### src/rtl/layout_cell_assembler.sv
// rtl/layout_cell_assembler.sv - raster cell stream to oriented, double-buffered flat layout
//
// Collects W*H cells of S bits, one per in_valid/in_ready handshake, in raster
// order. Each cell is written to the working buffer at the index selected by
// the orientation latched at start. The finished layout is copied to dst on
// the edge that accepts the final cell, so dst only ever changes to a complete
// layout.
//
// Optional macro: LAYOUT_ASM_ABORT_EN adds the abort input.
//
// Ports:
//   clk, rst          clock, synchronous active-high reset
//   start, mode       begin a new layout (IDLE/DONE only), orientation 0..7
//   in_valid/in_ready cell handshake, in_cell carries S bits
//   abort             (LAYOUT_ASM_ABORT_EN only) drop the layout being filled
//   dst, dst_valid    last completed layout and its valid flag
//   busy, done        high while filling, one-cycle completion pulse
`timescale 1ns/1ps
module layout_cell_assembler #(
    parameter int W = 6,
    parameter int H = 6,
    parameter int S = 1
) (
    input  logic             clk,
    input  logic             rst,
    input  logic             start,
    input  logic [2:0]       mode,
    input  logic             in_valid,
    output logic             in_ready,
    input  logic [S-1:0]     in_cell,
`ifdef LAYOUT_ASM_ABORT_EN
    input  logic             abort,
`endif
    output logic [W*H*S-1:0] dst,
    output logic             dst_valid,
    output logic             busy,
    output logic             done
);
    localparam int N  = W * H;
    localparam int CW = (W > 1) ? $clog2(W) : 1;
    localparam int RW = (H > 1) ? $clog2(H) : 1;
    localparam logic [CW-1:0] COL_LAST = CW'(W - 1);
    localparam logic [RW-1:0] ROW_LAST = RW'(H - 1);

    typedef enum logic [1:0] {IDLE, FILL, DONE} state_t;

    state_t         state;
    logic [RW-1:0]  row;
    logic [CW-1:0]  col;
    logic [2:0]     mode_q;
    logic [N*S-1:0] work_buf;
    logic [N*S-1:0] merged;
    int             ri;
    int             cj;
    int             k;
    logic           last_cell;

    // Destination cell index for the current source coordinate.
    always_comb begin
        ri = int'(row);
        cj = int'(col);
        case (mode_q)
            3'd1:    k = (H - 1 - ri) * W + cj;
            3'd2:    k = ri * W + (W - 1 - cj);
            3'd3:    k = (W - 1 - cj) * H + ri;
            3'd4:    k = cj * H + (H - 1 - ri);
            default: k = ri * W + cj;
        endcase
    end

    // Working buffer with the incoming cell placed; a compare per cell slot
    // avoids a variable-offset part select.
    always_comb begin
        merged = work_buf;
        for (int n = 0; n < N; n++) begin
            if (n == k) begin
                merged[n*S +: S] = in_cell;
            end
        end
    end

    assign last_cell = (row == ROW_LAST) && (col == COL_LAST);

    always_ff @(posedge clk) begin
        if (rst) begin
            state     <= IDLE;
            row       <= '0;
            col       <= '0;
            mode_q    <= '0;
            work_buf  <= '0;
            dst       <= '0;
            dst_valid <= 1'b0;
            done      <= 1'b0;
            busy      <= 1'b0;
            in_ready  <= 1'b0;
        end else begin
            done <= 1'b0;
            case (state)
                IDLE, DONE: begin
                    if (start) begin
                        mode_q   <= mode;
                        row      <= '0;
                        col      <= '0;
                        work_buf <= '0;
                        state    <= FILL;
                        busy     <= 1'b1;
                        in_ready <= 1'b1;
                    end
                end
                FILL: begin
`ifdef LAYOUT_ASM_ABORT_EN
                    if (abort) begin
                        state    <= IDLE;
                        work_buf <= '0;
                        busy     <= 1'b0;
                        in_ready <= 1'b0;
                    end else
`endif
                    if (in_valid && in_ready) begin
                        work_buf <= merged;
                        if (last_cell) begin
                            dst       <= merged;
                            dst_valid <= 1'b1;
                            done      <= 1'b1;
                            state     <= DONE;
                            busy      <= 1'b0;
                            in_ready  <= 1'b0;
                            row       <= '0;
                            col       <= '0;
                        end else if (col == COL_LAST) begin
                            col <= '0;
                            row <= row + 1'b1;
                        end else begin
                            col <= col + 1'b1;
                        end
                    end
                end
                default: begin
                    state    <= IDLE;
                    busy     <= 1'b0;
                    in_ready <= 1'b0;
                end
            endcase
        end
    end
endmodule

### config.mk
export PLATFORM = sky130hd
export DESIGN_NAME = layout_cell_assembler
export DESIGN_NICKNAME = d
export VERILOG_FILES = /design/src/rtl/layout_cell_assembler.sv
export SDC_FILE = /design/constraint.sdc
export NUM_CORES = 1
export LEC_CHECK = 0
export CORE_MARGIN = 4
export CORE_UTILIZATION = 53
export CTS_CLUSTER_DIAMETER = 50
export CTS_CLUSTER_SIZE = 14
export DETAILED_ROUTE_END_ITERATION = 10
export GPL_TIMING_DRIVEN = 1
export PLACE_DENSITY = 0.77
export SLEW_MARGIN = 20
export SYNTH_ARGS = -nofsm -noshare
export SYNTH_HDL_FRONTEND = slang
export SYNTH_SLANG_ARGS = --single-unit
### constraint.sdc
create_clock -name clk -period 3.9 [get_ports clk]
set_clock_uncertainty 0.2 [all_clocks]
set_input_delay 1.17 -clock clk [delete_from_list [all_inputs] [get_ports clk]]
set_output_delay 1.17 -clock clk [all_outputs]
set_load 0.01 [all_outputs]
# Yosys cells after proc, flatten, opt, wreduce, memory -nomap -nowiden
# Index checks and enable logic that the tools add are counted.
# word_totals
output_inout_bits,40
regBits,86
# op_classes
mux,58
n_addsub,9
reduce_logical,12
bitwise,2
mul,4
eq_ne,47
# op_table
operator,count
6-bit by 32-bit equality test with 1-bit output (first input constant),16
5-bit by 32-bit equality test with 1-bit output (first input constant),8
4-bit by 32-bit equality test with 1-bit output (first input constant),4
7-bit by 32-bit equality test with 1-bit output (first input constant),4
32-bit case mux with 4 select lines,1
36-bit two-way mux,2
36-bit case mux with 2 select lines,1
3-bit by 32-bit equality test with 1-bit output (first input constant),2
1-bit two-way mux,40
32-bit by 4-bit adder with 32-bit output,1
2-bit by 32-bit equality test with 1-bit output (first input constant),1
32-bit zero test,1
3-bit two-way mux,7
7-bit by 4-bit adder with 8-bit output,2
4-bit by 3-bit multiplier with 7-bit output (second input constant),2
3-bit case mux with 2 select lines,2
3-bit by 2-bit multiplier with 5-bit output (second input constant),2
8-bit by 4-bit adder with 9-bit output,1
3-bit equality test (second input constant),3
3-bit AND reduction,3
3-bit by 3-bit subtractor with 4-bit output (first input constant),2
6-bit by 3-bit adder with 7-bit output,1
3-bit by 1-bit adder with 3-bit output (second input constant),2
3-bit by 2-bit equality test with 1-bit output (second input constant),2
16 further kinds,22

# Longest topological paths before layout
# Gate-level depths: netlist of run 1.
# depth
word_depth,8
depth_mapped,16
mapped_depth_nobuf,15

# Least setup slack after synthesis of run 1
# No wires, ideal clock.
# synth_timing
path_kind,register -> register
startpoint,register row[1]
endpoint,register dst[4]
synth_period_minus_slack_ns,3.993
path_slack_ns,-0.093
t_arrival_ns,3.707
setup_time_ns,0.086
required_ns,3.614
stages_incl_launch_ff,17
path_cell_list,dfxtp_1 inv_1 ha_1 xnor2_1 ha_1 ha_1 nand4_1 ha_1 nor4bb_1 nand4_1 a211oi_1 o31ai_1 a211oi_4 buf_2 nand4_1 mux2i_1 a211oi_1
# synth_between
elab_chain_cells,6
word_cells_on_any_way,14
cone_classes,6 x add/sub; 2 x mul; 2 x eq/ne; 2 x mux; 2 x reduce/logical
# synth_rtl
element,line,source
start: declaration,48,logic [RW-1:0] row;
start signal: assignment,132,row <= row + 1'b1;
3-bit by 3-bit subtractor with 4-bit output,"63, 66",
4-bit by 3-bit multiplier with 7-bit output,63,3'd1: k = (H - 1 - ri) * W + cj;
32-bit by 4-bit adder with 32-bit output,63,
32-bit case mux with 4 select lines,62,case (mode_q)
4-bit by 32-bit equality test with 1-bit output,76,if (n == k) begin
1-bit two-way mux,76,
end signal: assignment,122,dst <= merged;
end: declaration,34,"output logic [W*H*S-1:0] dst,"
# Several ways; a longest one is shown, not always the timed one.
# A chain may end at the register's enable or synchronous reset.

# Final worst setup path of run 1
# layout_timing
startpoint,register row[1]
endpoint,register dst[22]
# layout_between
elab_chain_cells,6
word_cells_on_any_way,14
cone_classes,6 x add/sub; 2 x mul; 2 x eq/ne; 2 x mux; 2 x reduce/logical
# layout_rtl
element,line
3-bit by 3-bit subtractor with 4-bit output,"63, 66"
4-bit by 3-bit multiplier with 7-bit output,63
32-bit by 4-bit adder with 32-bit output,63
32-bit case mux with 4 select lines,62
6-bit by 32-bit equality test with 1-bit output,76
1-bit two-way mux,76
# Several ways; a longest one is shown, not always the timed one.

==> results of run 1 <==
==> flip-flops by register name (all words and copies together) (netlist names) <==
register / cells
done: 1
mode_q: 3
state: 2
dst_valid: 1
dst: 36
work_buf: 36
busy: 1
row: 3
col: 3
==> kinds of logic (layout without fill, tap and decap cells) <==
group | count (synthesis) | after routing | synth area share
flip-flops | 86 | 86 | 0.3119
XOR/XNOR | 21 | 21 | 0.03604
multiplexers | 41 | 41 | 0.07457
AO/OA/AOI/OAI | 171 | 171 | 0.2101
adder cells (fa/ha/maj) | 44 | 44 | 0.1092
buffers and inverters | 94 | 160 | 0.06822
AND/OR/NAND/NOR | 198 | 198 | 0.1899
==> through the flow <==
| stage | setup WS [ns] | hold slack [ns] |
|---|---|---|
| finish | 0.02905 | 0.2548 |
| global route | -0.1506 | 0.2749 |
| CTS | 0.001673 | 0.2544 |
| detailed placement | -0.1010 | 0.2410 |
| global placement | -0.006403 | 0.2355 |
| floorplan | 0.03404 | 0.2285 |
==> Yosys cell counts (2+ instances only) <==
cell | n | area, µm²
nor2b_1 | 4 | 25.02
nand2_1 | 14 | 52.55
a31oi_1 | 2 | 12.51
dfxtp_1 | 86 | 1722
and4_1 | 7 | 61.31
xnor2_1 | 11 | 96.34
xor2_1 | 9 | 78.83
nand3_1 | 7 | 35.03
nor4_1 | 2 | 12.51
ha_1 | 37 | 462.9
buf_4 | 2 | 15.01
o32a_1 | 3 | 30.03
nor4b_1 | 3 | 26.28
a21o_1 | 5 | 37.54
a32o_1 | 8 | 80.08
o22ai_1 | 38 | 237.7
nor2_1 | 77 | 289.0
buf_2 | 7 | 35.03
mux2i_1 | 40 | 400.4
and3_1 | 3 | 18.77
a211oi_1 | 44 | 330.3
clkbuf_1 | 35 | 131.4
nand3b_1 | 4 | 30.03
o21a_1 | 2 | 15.01
a21oi_1 | 46 | 230.2
nand4_1 | 35 | 219.0
nand2b_1 | 7 | 43.79
inv_1 | 48 | 180.2
or3_1 | 2 | 12.51
nor3_1 | 14 | 70.07
o21bai_1 | 2 | 15.01
o21ai_0 | 6 | 30.03
nor3b_1 | 9 | 67.56
fa_1 | 7 | 140.1
or2_2 | 3 | 18.77
a41oi_1 | 2 | 17.52
==> worst max-delay path, stage by stage (launching register included) <==
cell	delay, ns
dfxtp_2	0.35
inv_2	0.05
ha_4	0.24
xnor2_1	0.12
ha_2	0.21
ha_4	0.29
nand4_1	0.11
ha_2	0.33
nor4bb_2	0.18
nand4_1	0.15
a211oi_2	0.24
o31ai_2	0.12
a211oi_4	0.26
buf_12	0.17
clkbuf_16	0.16
nand4_1	0.18
mux2i_1	0.20
a211oi_1	0.22
==> repair_timing <==
action / in CTS / in global routing
resized for setup: 10 / 44
gates cloned: 1 / 2
setup buffers: 3 / 5
endpoints found under the setup margin: 51 / 71
pin swaps: 5 / 64
==> area by class of cell <==
cell class | count | share of cell area
inverters | 48 | 0.02613
clock inverters | 7 | 0.01506
clock buffers | 9 | 0.01797
repair buffers | 96 | 0.1385
multi-input cells | 475 | 0.5279
well taps | 133 | 0.02414
flip-flops and latches | 86 | 0.2503
==> metal layers <==
layer,up-vias,global-route usage
li1,2535,-
met1,2539,0.3454
met2,223,0.4025
met3,26,0.07105
met4,0,0.06233
met5,-,0
==> cells in the final DEF (no fill, tap or decap), drive strengths merged, types with 3 or more instances in the layout <==
cell type,count
a211oi,45
a21o,5
a21oi,46
a32o,8
and3,3
and4,7
buf,48
clkbuf,11
clkdlybuf4s50,46
dfxtp,86
fa,7
ha,37
inv,51
mux2i,40
nand2,14
nand2b,7
nand3,7
nand3b,4
nand4,35
nor2,77
nor2b,4
nor3,14
nor3b,9
nor4b,3
o21ai,6
o22ai,38
o32a,3
or2,3
xnor2,11
xor2,9
==> report_power, final <==
part           total, mW  switching [mW]  leakage [nW]  internal, mW
registers          0.891         0.00898         0.695         0.882
logic              0.365           0.215          1.79         0.150
clock network      0.734           0.364         0.108         0.370
total               1.99           0.588          2.59          1.40
==> final timing paths <==
check / from / to / slack (ns) / depth (start not counted)
setup reg to reg: row[1] / dst[22] / 0.03 / 17
hold reg to reg: work_buf[24] / work_buf[24] / 0.25 / 2
setup / recovery: row[1] / dst[22] / 0.03 / 17
hold / removal: work_buf[24] / work_buf[24] / 0.25 / 2
==> flow_summary.json, run 1 <==
{
  "status": "finished clean",
  "cp-end-kind": "flop",
  "grt_pass1_vias": 5057,
  "portBuffers": 47,
  "critPathLaunchType": "flop",
  "final_cells": 854,
  "place_inst": 827,
  "met1_length_um": 6915,
  "critPathArrivalTime_ns": 3.95,
  "path_max_fanout": 9,
  "start_util": 0.5545,
  "hold_class": "flop to flop",
  "tns_ns": 0,
  "syn_avg_cell_area_um2": 8.428,
  "fin_util": 0.6926,
  "netlist_area_um2": 5520,
  "path_class": "flop to flop",
  "post_drt_wl_per_cell_um": 18.22,
  "die_w_um": 110.1,
  "routed_wl_um": 15560,
  "num_vias": 5323,
  "rsz0062_at_grt": "true",
  "cts_buffers": 9,
  "yosysUniqueCellTypes": 60,
  "drv_slew": 0,
  "cap_violations": 0,
  "fp-row-count": 36,
  "final_area_um2": 6894,
  "grt_pass1_wl_um": 24650,
  "placed_cell_area_um2": 6291,
  "seq_area_um2": 1725,
  "clock.fmax_ghz": 0.2583,
  "min_period_ns": 3.871,
  "synthFlopType": "dfxtp_1",
  "detail-route-antenna-nets": 0,
  "routed-wl-met3_um": 1325,
  "n_antenna_cell": 0,
  "syn_to_final_growth_pct": 24.89,
  "viasPerCell": 6.233,
  "yosys_warnings": 0,
  "powerDensity_nw_per_um2": 288.7,
  "grt_usage": 0.2548,
  "power_mw": 1.991,
  "hpwl_um": 10190,
  "antenna_found_initial": 0,
  "synth_edf_count": 0,
  "htree_levels": 3,
  "nFillCells": 738,
  "async_flop_share": 0,
  "dieArea_um2": 12110,
  "grt_max_degree": 75,
  "hold_viol_final": 0,
  "wl_met2_um": 7094,
  "peakVddDrop_mv": 0.3064,
  "overflow": 0,
  "clock_sinks": 86,
  "root_buffer": "clkbuf_8",
  "firstDrtPassIters": 5,
  "cts_hold_buf": 0,
  "nNetsFinal": 768,
  "drive_gt1_frac": 0.1692,
  "num_io_pins": 48,
  "cts_tree": "done",
  "multi_input_area_um2": 3640,
  "cts_buffer_depth": 2,
  "tightest_slew_ns": 0.6950,
  "drc_errors": 0,
  "highest_layer": "met4",
  "clk_latency_ns": 0.37,
  "p_leak_nw": 2.593,
  "path_clk_slew_ns": 0.09,
  "period_share": 0.9926,
  "drt_iter0_drc": 410,
  "die_h_um": 110.1,
  "yosysSeqAreaShare": 0.3119,
  "synth_seq_cells": 86,
  "core_um2": 9955,
  "crit_required_ns": 3.97,
  "syn-num-nets": 707,
  "setup_violations": 0,
  "postSynthCellCount": 655,
  "slew_headroom": 0.5360,
  "place.gp.congestion": 0.8738
}
Note: power is estimated with default switching activity, not from simulation.
==> run 2: changes to the inputs <==
Settings changed: GPL_ROUTABILITY_DRIVEN from default to 0.
==> flow_summary.json, run 2 (synthesis results as in run 1) <==
{
  "drc_errors": 0,
  "routed_wl_um": 15070,
  "path_clk_slew_ns": 0.10,
  "die_w_um": 110.1,
  "path_max_fanout": 19,
  "grt_pass1_wl_um": 24380,
  "cts_buffer_depth": 2,
  "swShare": 0.3005,
  "start_util": 0.5545,
  "hold_class": "flop to flop",
  "p_leak_nw": 2.561,
  "clock_sinks": 86,
  "num_vias": 5325,
  "fp-row-count": 36,
  "syn_to_final_growth_pct": 23.01,
  "grt_pass1_vias": 4931,
  "antenna_found_initial": 0,
  "period_share": 1.058,
  "num_io_pins": 48,
  "violations": "setup timing",
  "post_drt_wl_per_cell_um": 17.61,
  "layout_common_cells": "83 x dfxtp_1, 75 x nor2_1, 47 x buf_4, 46 x inv_1, 46 x clkdlybuf4s50_1",
  "rsz0062_at_grt": "true",
  "power_mw": 1.862,
  "status": "finished with violations",
  "p_int_mw": 1.302,
  "comb_power_share": 0.166,
  "tightest_slew_ns": 0.8382,
  "p_sw_uw": 559.7,
  "core_um2": 9955,
  "final_cells": 856,
  "holdWs_ns": 0.2567,
  "critPathArrivalTime_ns": 4.18,
  "setup_violations": 59,
  "path_class": "flop to flop",
  "critPathLaunchType": "flop",
  "crit_required_ns": 3.95,
  "peakVddDrop_mv": 0.2686,
  "cap_violations": 0,
  "portBuffers": 47,
  "htree_levels": 3,
  "fin_util": 0.6821,
  "cts_buffers": 9,
  "clock.fmax_ghz": 0.2422,
  "firstDrtPassIters": 7,
  "hold_viol_final": 0,
  "clk_latency_ns": 0.36,
  "viasPerCell": 6.221,
  "nNetsFinal": 770,
  "die_h_um": 110.1,
  "grt_max_degree": 75,
  "overflow": 0,
  "place_inst": 826,
  "hpwl_um": 10210,
  "root_buffer": "clkbuf_8",
  "slew_headroom": 0.4405,
  "drv_slew": 0,
  "drive_gt1_frac": 0.1646,
  "clkPwrFrac": 0.354,
  "dieArea_um2": 12110,
  "largestRegisters": "dst: 36 flops, work_buf: 36 flops",
  "detail-route-antenna-nets": 0,
  "seqPwrFrac": 0.480,
  "grt_usage": 0.2521,
  "drt_iter0_drc": 395,
  "n_antenna_cell": 0,
  "setup_ws_ns": -0.2280,
  "cts_tree": "done",
  "powerDensity_nw_per_um2": 274.2,
  "min_period_ns": 4.128,
  "layout_commonest_cell": "dfxtp_1",
  "cp-end-kind": "flop"
}
-- run 2: what timing repair did --
item,in CTS,in global routing
endpoints found under the setup margin,71,72
cloned,1,0
hold buffers,0,0
buffers inserted,2,12
pin swaps,21,32
resized for setup,14,34
-- run 2: stage by stage --
stage,setup WS (ns),cell area [µm²],setup TNS (ns)
6_report,-0.2280,6790,-3.293
5_1_grt,-0.4042,6790,-20.34
4_1_cts,0.01896,6611,0
3_5_place_dp,-0.2240,6284,-8.532
3_3_place_gp,0.02687,6284,0
2_1_floorplan,0.03404,5523,0
-- run 2: worst max-delay path, cell delays in order, from the launching register on --
cell and delay [ns]:
dfxtp_2 0.35, inv_2 0.05, ha_4 0.23, xnor2_1 0.13, ha_2 0.19, ha_4 0.29, nand4_1 0.15, ha_4 0.30
nor4bb_4 0.26, nand4_1 0.17, a211oi_2 0.30, o31ai_2 0.14, a211oi_4 0.30, buf_12 0.19, nand4_1 0.18, mux2i_1 0.22
a211oi_1 0.35
-- run 2: worst paths after layout --
kind | from | endpoint | slack, ns | cells past startpoint
worst max-delay path | row[1] | dst[17] | -0.23 | 16
worst min-delay path | work_buf[0] | work_buf[0] | 0.26 | 2
worst max register to register | row[1] | dst[17] | -0.23 | 16
worst min register to register | work_buf[0] | work_buf[0] | 0.26 | 2
-- run 2: power groups by stage --
| stage | clock network (mW) | logic (mW) | registers [mW] |
|---|---|---|---|
| 2_1_floorplan | 0 | 0.200 | 0.907 |
| 3_3_place_gp | 0 | 0.271 | 0.913 |
| 3_5_place_dp | 0 | 0.276 | 0.914 |
| 4_1_cts | 0.671 | 0.299 | 0.893 |
| 5_1_grt | 0.710 | 0.329 | 0.895 |
| 6_report | 0.659 | 0.309 | 0.894 |
-- run 2: per-layer routing --
| metal | part of all wire | track usage |
|---|---|---|
| met5 | 0 | 0 |
| met4 | 0.025 | 0.07035 |
| met2 | 0.46 | 0.4008 |
| met1 | 0.45 | 0.3512 |
| met3 | 0.070 | 0.04543 |
-- run 2: cell type report --
type / count / area [µm²]
Fill cell: 774 / 3164
Timing Repair Buffer: 98 / 889.6
Sequential cell: 86 / 1725
Multi-Input combinational cell: 475 / 3625
Tap cell: 133 / 166.4
Clock buffer: 9 / 123.9
Inverter: 48 / 180.2
Clock inverter: 7 / 80.08
==> patch: new RTL, config.mk and constraints of run 2 <==
Remove the case item `3'd4` of the case on `mode_q`.
--- a/src/rtl/layout_cell_assembler.sv
+++ b/src/rtl/layout_cell_assembler.sv
@@ -64,5 +64,4 @@
             3'd2:    k = ri * W + (W - 1 - cj);
             3'd3:    k = (W - 1 - cj) * H + ri;
-            3'd4:    k = cj * H + (H - 1 - ri);
             default: k = ri * W + cj;
         endcase
Formal check against the unedited RTL: no difference found for any inputs over 10 cycles, from zero or initial values and one cycle with rst high; that may be too few to reach the edited logic, so the function may still have changed.
==> patch against run 2 <==
  * Maximum frequency up 7.8%
  * Wire length grew 5.8%
  * Design area shrank 4.1%
  * Setup slack improved by 0.30 ns
  * Sequential cell count did not move
  * Non-clock buffer count is 15 lower
  * Global-route usage grew 1.7 points
  * Area after synthesis is 1.5% lower
  * Total power grew 1.5%
  * Critical endpoint is now work_buf[8]
  * Largest cell class unchanged
==> patch: results (changes against run 2) <==
| Metric | Value |
|---|---|
| Mapped Cells | `658 (+0.46%)` |
| Top post-synthesis cells by area | `dfxtp_1, ha_1, nor2_1` |
| Layout cell share with drive strength beyond 1 | `14.1% (-2.3 points)` |
| Max stage delay cell, worst path | `fa_2` |
| Post-synthesis compound-gate area fraction | `27.2% (+6.2 points)` |
| Crit-path max FO | `23 (+4)` |
| Placed inst area | `6150 µm² (-2.2%)` |
| Total number of vias | `5475 (+2.8%)` |
| Reg2reg start | `row[0]` |
| Sequential area share after synthesis | `31.7% (+0.49 points)` |
| Slowest Stage Delay on Critical Path | `0.60 ns (+0.25 ns)` |
| Nets | `741 (-3.8%)` |
| XOR/XNOR share of the synthesized area | `1.86% (-1.7 points)` |
| Adder-cell share of the synthesized area | `7.60% (-3.3 points)` |
| Final wirelength | `16000 µm (+5.8%)` |
| First-pass GRT wire length | `25400 µm (+4.1%)` |
| WL/cell | `19.0 µm (+7.7%)` |
| Syn Nets | `696 (-1.6%)` |
| Max_slew headroom | `53.3% (+9.3 points)` |
| Data arrival, critical path | `3.94 ns (-0.24 ns)` |
| Gr usage total | `26.9% (+1.7 points)` |
| Multiplexer share of the synthesized area | `1.13% (-6.3 points)` |
| Initial antenna violation count | `0 (unchanged)` |
| Outcome | `finished, final reports clean` |
| Post-DP HPWL | `11000 µm (+7.7%)` |
| Critical path origin | `row[0]` |
| Dpl ws | `-0.0886 ns (+0.135 ns)` |
| CTS H-Tree Depth | `3 (unchanged)` |
| Reg2reg path depth | `11 (-5)` |
| Static Leak | `0.00250 µW (-2.4%)` |
| 1st-iter DRT viols | `580 (+47%)` |
| Largest net degree at the start of global routing | `42 (-44%)` |
| Synth cell types | `70 (+17%)` |
| Synth top cells by count | `dfxtp_1, nor2_1, nand2_1` |
| Setup Buffers After CTS | `0 (-2)` |
| Placed insts | `824 (-0.24%)` |
| Critical path's top delay family | `adder cells` |
-- patch: layout make-up --
cell class,count,area [µm²]
multi-input cells,509,3580
fillers,831,3360
flip-flops and latches,86,1730
repair buffers,83,761
well taps,133,166
clock buffers,11,141
clock inverters,5,81.3
inverters,14,52.6
-- patch: layer usage --
| metal | up-vias | global-route usage, % | wire length (µm) |
|---|---|---|---|
| met5 | - | 0 | 0 |
| met4 | 0 | 9.26 | 283 |
| met3 | 37 | 5.15 | 1160 |
| met2 | 235 | 44.7 | 7530 |
| met1 | 2641 | 35.0 | 6980 |
| li1 | 2562 | - | - |
-- patch: logic make-up (layout without fill, tap and decap cells) --
group	count (synthesis)	after routing
compound gates	192	193
xor+xnor	10	10
fa+ha+maj	30	30
buf+inv	64	113
flops	86	86
mux	6	6
simple gates	270	270
-- patch: worst reg2reg max path: stages (launching register included) --
cell and delay, ns:
dfxtp_2 0.37, ha_1 0.26, fa_2 0.60, ha_2 0.33
a21oi_1 0.18, a21o_1 0.13, a21oi_1 0.09, or4_4 0.59
or3_1 0.34, buf_4 0.23, o31ai_1 0.31, a31o_1 0.14
-- patch: stage by stage --
step	TNS, ns	util (%)	hold slack (ns)
2_1_floorplan	0	-	0.248
3_3_place_gp	0	62.3	0.256
3_5_place_dp	-0.378	62.3	0.267
4_1_cts	0	64.7	0.282
5_1_grt	-0.675	66.0	0.299
6_report	0	66.0	0.280
-- patch: what timing repair did --
action / in CTS / in global routing
hold buffers: 0 / 0
setup endpoints to repair: 24 / 71
pin swaps: 0 / 2
resized for setup: 3 / 33
gates cloned: 0 / 1
-- patch: power groups by stage --
stage | sequential [µW] | clock (µW) | combinational [µW]
6_report | 893 | 718 | 278
5_1_grt | 894 | 761 | 297
3_5_place_dp | 913 | 0 | 254
4_1_cts | 892 | 723 | 256
3_3_place_gp | 912 | 0 | 247
2_1_floorplan | 908 | 0 | 181
-- patch: final timing paths --
path / endpoint / slack, ns
max reg2reg: work_buf[8] / 0.07
min reg2reg: work_buf[20] / 0.28
min: work_buf[20] / 0.28
max: work_buf[8] / 0.07
